### src/rtl/me_load_ctrl.sv
`default_nettype none
// ============================================================================
//  Module   : me_load_ctrl (with helper me_load_chan)
//  Purpose  : Loader/sequencer in front of the motion-estimation engine.
//             Packs pixel-serial cur/ref streams into buffer words and writes
//             them linearly, then runs the go/done handshake and counts
//             blocks. Can reuse the previous reference window between blocks.
//  Revision : 1.0 - initial release
// ============================================================================

// One loader channel: accepts pixels, packs them LSB-first into words and
// emits a single-cycle write per completed word at a linear address.
module me_load_chan #(
  parameter int PIX_W        = 8,
  parameter int PIX_PER_WORD = 8,
  parameter int WORDS        = 32,
  parameter int AW           = 5
) (
  input  logic                          clk,
  input  logic                          rst_n,
  input  logic                          clear,
  input  logic                          enable,
  input  logic                          valid,
  input  logic [PIX_W-1:0]              pixel,
  output logic                          ready,
  output logic                          we,
  output logic [AW-1:0]                 addr,
  output logic [PIX_W*PIX_PER_WORD-1:0] data,
  output logic                          complete
);
  localparam int DW     = PIX_W * PIX_PER_WORD;
  localparam int PIXELS = WORDS * PIX_PER_WORD;
  localparam int PCW    = $clog2(PIXELS + 1);
  localparam int SW     = (PIX_PER_WORD > 1) ? $clog2(PIX_PER_WORD) : 1;
  localparam int CNTW   = AW + 1;

  logic [PCW-1:0]  pix_cnt;
  logic [PCW-1:0]  pix_cnt_nxt;
  logic [SW-1:0]   slot;
  logic [CNTW-1:0] word_cnt;
  logic [DW-1:0]   pack;
  logic [DW-1:0]   word;
  logic            accept;
  logic            word_end;

  assign accept      = valid & ready;
  assign word_end    = accept && (slot == SW'(PIX_PER_WORD - 1));
  assign pix_cnt_nxt = pix_cnt + PCW'(accept);
  assign complete    = (word_cnt == CNTW'(WORDS));

  // Completed word: partial pack with the final pixel dropped into the top slot
  always_comb begin
    word = pack;
    word[(PIX_PER_WORD-1)*PIX_W +: PIX_W] = pixel;
  end

  // Pixel acceptance, packing, word write and registered ready
  always_ff @(posedge clk or negedge rst_n) begin
    if (!rst_n) begin
      pix_cnt  <= '0;
      slot     <= '0;
      word_cnt <= '0;
      pack     <= '0;
      ready    <= 1'b0;
      we       <= 1'b0;
      addr     <= '0;
      data     <= '0;
    end else begin
      we <= 1'b0;
      if (clear) begin
        pix_cnt  <= '0;
        slot     <= '0;
        word_cnt <= '0;
        pack     <= '0;
        ready    <= 1'b0;
      end else begin
        if (accept) begin
          pix_cnt <= pix_cnt_nxt;
          pack[slot*PIX_W +: PIX_W] <= pixel;
          if (word_end) begin
            slot     <= '0;
            we       <= 1'b1;
            addr     <= word_cnt[AW-1:0];
            data     <= word;
            word_cnt <= word_cnt + CNTW'(1);
          end else begin
            slot <= slot + SW'(1);
          end
        end
        // Drop ready on the edge that takes the last pixel so none is over-accepted
        ready <= enable && (pix_cnt_nxt < PCW'(PIXELS));
      end
    end
  end
endmodule

module me_load_ctrl #(
  parameter int  PIX_W        = 8,
  parameter int  PIX_PER_WORD = 8,
  parameter int  CUR_DIM      = 16,
  parameter int  REF_DIM      = 32,
  localparam int DW           = PIX_W * PIX_PER_WORD,
  localparam int CUR_WORDS    = CUR_DIM * CUR_DIM / PIX_PER_WORD,
  localparam int REF_WORDS    = REF_DIM * REF_DIM / PIX_PER_WORD,
  localparam int CUR_AW       = $clog2(CUR_WORDS),
  localparam int REF_AW       = $clog2(REF_WORDS)
) (
  input  logic              clk,
  input  logic              reset_n,
  input  logic              cur_valid,
  input  logic [PIX_W-1:0]  cur_data,
  output logic              cur_ready,
  input  logic              ref_valid,
  input  logic [PIX_W-1:0]  ref_data,
  output logic              ref_ready,
  input  logic [1:0]        r_in,
  input  logic              ref_reuse,
  output logic [CUR_AW-1:0] addr_cur,
  output logic [DW-1:0]     data_cur,
  output logic              we_cur,
  output logic [REF_AW-1:0] addr_ref,
  output logic [DW-1:0]     data_ref,
  output logic              we_ref,
  output logic [1:0]        r,
  output logic              go,
  input  logic              done,
  output logic [15:0]       blk_cnt
);
  localparam logic [1:0] ST_START = 2'd0;
  localparam logic [1:0] ST_LOAD  = 2'd1;
  localparam logic [1:0] ST_RUN   = 2'd2;

  logic [1:0] state;
  logic       skip_ref;
  logic       ref_valid_flag;
  logic       cur_complete;
  logic       ref_complete;
  logic       load_done;
  logic       chan_clear;
  logic       cur_enable;
  logic       ref_enable;

  assign chan_clear = (state == ST_START);
  assign cur_enable = (state == ST_LOAD);
  assign ref_enable = (state == ST_LOAD) && !skip_ref;
  assign load_done  = cur_complete && (skip_ref || ref_complete);

  me_load_chan #(
    .PIX_W        (PIX_W),
    .PIX_PER_WORD (PIX_PER_WORD),
    .WORDS        (CUR_WORDS),
    .AW           (CUR_AW)
  ) u_cur (
    .clk      (clk),
    .rst_n    (reset_n),
    .clear    (chan_clear),
    .enable   (cur_enable),
    .valid    (cur_valid),
    .pixel    (cur_data),
    .ready    (cur_ready),
    .we       (we_cur),
    .addr     (addr_cur),
    .data     (data_cur),
    .complete (cur_complete)
  );

  me_load_chan #(
    .PIX_W        (PIX_W),
    .PIX_PER_WORD (PIX_PER_WORD),
    .WORDS        (REF_WORDS),
    .AW           (REF_AW)
  ) u_ref (
    .clk      (clk),
    .rst_n    (reset_n),
    .clear    (chan_clear),
    .enable   (ref_enable),
    .valid    (ref_valid),
    .pixel    (ref_data),
    .ready    (ref_ready),
    .we       (we_ref),
    .addr     (addr_ref),
    .data     (data_ref),
    .complete (ref_complete)
  );

  // Block sequencer: START latches block config, LOAD fills buffers, RUN handshakes with the engine
  always_ff @(posedge clk or negedge reset_n) begin
    if (!reset_n) begin
      state          <= ST_START;
      go             <= 1'b0;
      r              <= 2'd0;
      blk_cnt        <= 16'd0;
      skip_ref       <= 1'b0;
      ref_valid_flag <= 1'b0;
    end else begin
      // A window is reusable only once one has been fully loaded since reset
      if (ref_complete) begin
        ref_valid_flag <= 1'b1;
      end
      case (state)
        ST_START: begin
          r        <= r_in;
          skip_ref <= ref_reuse & ref_valid_flag;
          state    <= ST_LOAD;
        end
        ST_LOAD: begin
          // A done left high by the previous block holds off the next go
          if (load_done && !done) begin
            go    <= 1'b1;
            state <= ST_RUN;
          end
        end
        ST_RUN: begin
          if (done) begin
            go      <= 1'b0;
            blk_cnt <= blk_cnt + 16'd1;
            state   <= ST_START;
          end
        end
        default: begin
          state <= ST_START;
        end
      endcase
    end
  end
endmodule
`default_nettype wire

### config.mk
export PLATFORM = sky130hd
export DESIGN_NAME = me_load_ctrl
export DESIGN_NICKNAME = d
export VERILOG_FILES = /design/src/rtl/me_load_ctrl.sv
export SDC_FILE = /design/constraint.sdc
export NUM_CORES = 1
export LEC_CHECK = 0
export CORE_MARGIN = 5
export CORE_UTILIZATION = 42
export CTS_CLUSTER_SIZE = 12
export DETAILED_ROUTE_END_ITERATION = 10
export GPL_ROUTABILITY_DRIVEN = 0
export HOLD_SLACK_MARGIN = 0.05
export PLACE_DENSITY_LB_ADDON = 0.2
export SETUP_SLACK_MARGIN = 0.02
export SLEW_MARGIN = 20
export SYNTH_ARGS = -nofsm -noshare
export SYNTH_HDL_FRONTEND = slang
export SYNTH_SLANG_ARGS = --single-unit
### constraint.sdc
create_clock -name clk -period 3.2 [get_ports clk]
set_input_delay 0.64 -clock clk [delete_from_list [all_inputs] [get_ports clk]]
set_output_delay 0.64 -clock clk [all_outputs]
set_load 0.05 [all_outputs]
==> parameters.txt <==
Parameter                              Value

Outcome
  Run status    completed

Floorplan
  Overall die area    0.03419 sq mm
  Initial standard-cell utilization of the core    42.22%
  Row cnt    64
  Die H    184.9 um
  Num ports    187
  Core area    0.03043 sq mm
  Die boundary width    184.9 um

STA
  Post-route fraction of the period consumed by the critical path    87.56%
  Total Neg Setup Slack    0 ns
  Total count of max-transition violations in the final report    0
  Clock period minus worst slack    2.802 ns
  Setup ws final    0.3982 ns
  RSZ-0062 raised after global routing    false
  Hold violation total from the final report    0
  Rel. slew slack    49.81%
  Worst Max-Slew Pin Slew    0.7493 ns
  Achievable Freq    356.9 MHz
  Setup-failing EPs final    0
  Skew final    0.01803 ns

Worst setup path
  CP endpoint kind    flip-flop
  Delay of the slowest cell on the worst path    0.51 ns
  CP required    3.57 ns
  Logic depth of the worst path, buffers included    7
  Worst Reg2Reg Path Length in Cells    7
  Bufs and invs on worst path    1
  Crit-path cells    inv_1 > ha_1 > ha_1 > nor3b_1 > nand3_1 > mux2i_1 > nor2_1
  Critical path startpoint category    flip-flop
  Category of cells accounting for the largest share of critical-path delay    simple AND/OR/NAND/NOR gates
  Maximum fanout encountered on the critical timing path    10
  Critical path's most frequent cell    sky130_fd_sc_hd__ha_1
  Minimum setup slack among reg-to-reg paths    0.40 ns
  Slowest stage cell on the critical path    sky130_fd_sc_hd__dfrtp_1
  Kind of critical path    reg2reg
  Arrival time at the worst endpoint    3.17 ns

Synthesis
  Xor/xnor share of the synthesized area    2.727%
  Number of distinct library cells after synthesis    43
  Compound-gate portion of the synthesized area    7.041%
  Fraction of the mapped netlist area in adder cells    1.850%
  Fraction of synthesized cell area taken by the top area cell type    62.13%
  Post-synth net total    1,148
  Seq/Total Area, Yosys    62.13%
  FF+latch count, synth    319
  Cell area after technology mapping    0.01285 sq mm
  Main area contributors after synthesis    sky130_fd_sc_hd__dfrtp_1 62%, sky130_fd_sc_hd__nand2_1 7.4%, sky130_fd_sc_hd__mux2_2 6.2%, sky130_fd_sc_hd__a22o_1 5.1%, sky130_fd_sc_hd__mux2i_1 2.6%
  FFs w/ async S/R, synth    100.0%
  Multiplexer area fraction after synthesis    8.871%
  Post-Synthesis Mean Instance Area    11.63 sq um
  Top flip-flop cell by instance count after synthesis    sky130_fd_sc_hd__dfrtp_1
  Basic-gate share of the synthesized area counting and, or, nand and nor cells    14.80%
  Syn. warnings    0
  Post-synthesis cell count    1,105
  Library cell occupying the most area in the post-synthesis netlist    sky130_fd_sc_hd__dfrtp_1
  Number of enable flip-flop cells after synthesis    0
  Dominant combinational cell family by area after synthesis    simple AND/OR/NAND/NOR gates

Routing
  Average routed wire per standard cell    17.53 um
  Remaining routing DRC violations    0
  Antenna-violating nets left    0
  Vias per cell    5.090
  TritonRoute pass-1 iters    4
  First DRT Iteration DRCs    567
  DRT Wirelength    30,080 um
  Total number of vias    8,735

Clock tree
  # clock sinks    319
  TritonCTS clock tree    done
  H-tree Lvls    2
  Hold-fix buffer count after cts    0
  Maximum count of clock buffers along a single path    3
  Post-CTS setup repair buffer count    0
  Post-cts gate resize count    0
  Register clock-pin slew on the reported worst setup and hold paths    0.06 ns
  Root Buffer Master    sky130_fd_sc_hd__clkbuf_16
  Later-pin clock latency in the skew report    0.51 ns
  Clock buffers created by TritonCTS    35

GRT
  Number of global-route vias before repair    9,000
  Largest net degree at the start of global routing    92
  Remaining global-route overflow    0
  Wire length of the first global-routing pass    49,440 um
  Gr usage total    17.80%
  Number of antenna violations at the first check in global routing    1

Place
  Count of placed standard cells including taps    1,654
  Port bufs    186
  Total placed instance area    0.01520 sq mm
  Detailed-placement wirelength estimate    20,090 um
  Worst slack at placement    0.3842 ns

Finish
  Total non-filler cell area in the finished layout    0.01630 sq mm
  Final non-filler cell total    1,716
  Area Growth Syn to Fin    26.88%
  Fill count    2,674
  Share of cells above drive strength 1    12.05%
  Final #Nets    1,338

Pwr
  Pwr Total    12.38 mW
  Maximum VDD drop    0.3209 mV
  Power density over the cells    759.6 mW/mm^2
  Leakage    7.878 nW

Min path
  Tightest Hold Check Type    in2async

Job
  Max_cap viols    0
[cell type report]
class                           instances  area (sq um)  share of cell area, %
Sequential cell                       319          7983                  48.97
Clock inverter                          7         77.57                 0.4759
Tap cell                              396         495.5                  3.039
Antenna cell                            1         2.502                0.01535
Inverter                               17         63.81                 0.3914
Timing Repair Buffer                  210          2110                  12.94
Clock buffer                           54          1018                  6.248
Multi-Input combinational cell        712          4552                  27.92
[routing by layer]
| metal | part of all wire [%] | up-vias | track usage (%) |
|---|---|---|---|
| li1 | - | 4137 | - |
| met1 | 47 | 4371 | 25.73 |
| met2 | 47 | 192 | 28.38 |
| met3 | 4.9 | 35 | 3.417 |
| met4 | 1.5 | 0 | 3.641 |
| met5 | 0 | - | 0 |
[registers in the layout, indices dropped and copies added (netlist names), 2 cells and up]
register / count
u_cur.word_cnt: 6
u_cur.data: 64
u_ref.slot: 3
u_ref.pack: 56
u_ref.pix_cnt: 11
blk_cnt: 16
u_ref.addr: 7
state: 2
u_cur.slot: 3
u_cur.addr: 5
r: 2
u_ref.word_cnt: 8
u_cur.pix_cnt: 9
u_ref.data: 64
u_cur.pack: 56
[logic make-up after synthesis]
kind of cell	after synthesis
flip-flops	319
AO/OA/AOI/OAI	119
XOR/XNOR	40
multiplexers	105
buffers and inverters	74
adder cells (fa/ha/maj)	19
AND/OR/NAND/NOR	429
[cells in the mapped netlist, drive strengths merged (2+ instances only)]
master	n
nand4	14
a21oi	20
and3	8
and4	4
nand4b	3
nand2b	4
a22o	75
inv	17
o21ai	13
mux2i	34
nor4b	3
nor3	15
ha	19
nor4	4
nor3b	5
nand2	253
nand3	16
a31oi	7
buf	39
or3	6
dfrtp	319
xnor2	22
mux2	71
clkbuf	18
xor2	18
nand3b	2
nor2	87
or2	2
[worst paths after layout]
kind | startpoint | to
worst min register to register | u_cur.pack[45]$_DFFE_PN0P_ | u_cur.data[45]$_DFFE_PN0P_
worst max register to register | u_cur.slot[0]$_DFFE_PN0P_ | u_cur.pack[28]$_DFFE_PN0P_
max in group asynchronous | reset_n | u_ref.word_cnt[5]$_DFFE_PN0P_
min in group clk | u_cur.pack[45]$_DFFE_PN0P_ | u_cur.data[45]$_DFFE_PN0P_
worst max-delay path | u_cur.slot[0]$_DFFE_PN0P_ | u_cur.pack[28]$_DFFE_PN0P_
worst min-delay path | reset_n | u_ref.data[14]$_DFFE_PN0P_
[cells in the final DEF, fill, tap and decap left out, types with 16 or more instances in the layout]
| master | n |
|---|---|
| sky130_fd_sc_hd__mux2_2 | 71 |
| sky130_fd_sc_hd__a21oi_1 | 20 |
| sky130_fd_sc_hd__dfrtp_1 | 319 |
| sky130_fd_sc_hd__nand3_1 | 16 |
| sky130_fd_sc_hd__inv_1 | 16 |
| sky130_fd_sc_hd__clkbuf_16 | 36 |
| sky130_fd_sc_hd__clkdlybuf4s50_1 | 185 |
| sky130_fd_sc_hd__nor2_1 | 86 |
| sky130_fd_sc_hd__mux2i_1 | 34 |
| sky130_fd_sc_hd__nand2_1 | 250 |
| sky130_fd_sc_hd__ha_1 | 19 |
| sky130_fd_sc_hd__xnor2_1 | 22 |
| sky130_fd_sc_hd__a22o_1 | 75 |
| sky130_fd_sc_hd__xor2_1 | 18 |
| sky130_fd_sc_hd__buf_4 | 19 |
[power by group]
part	leakage (nW)	internal, mW	switching [mW]	total (mW)
clock network	0.532	2.28	1.55	3.83
registers	4.29	4.76	0.467	5.22
logic	3.06	1.18	2.15	3.33
total	7.88	8.21	4.17	12.4
[stage by stage]
step,utilization (%),hold WS [ns]
2_1_floorplan,-,0.3444
3_3_place_gp,49.96,0.4486
3_5_place_dp,49.96,0.4574
6_report,53.57,0.09340
4_1_cts,53.57,0.1023
5_1_grt,53.57,0.1253
Power figures use the tool's default switching activity.
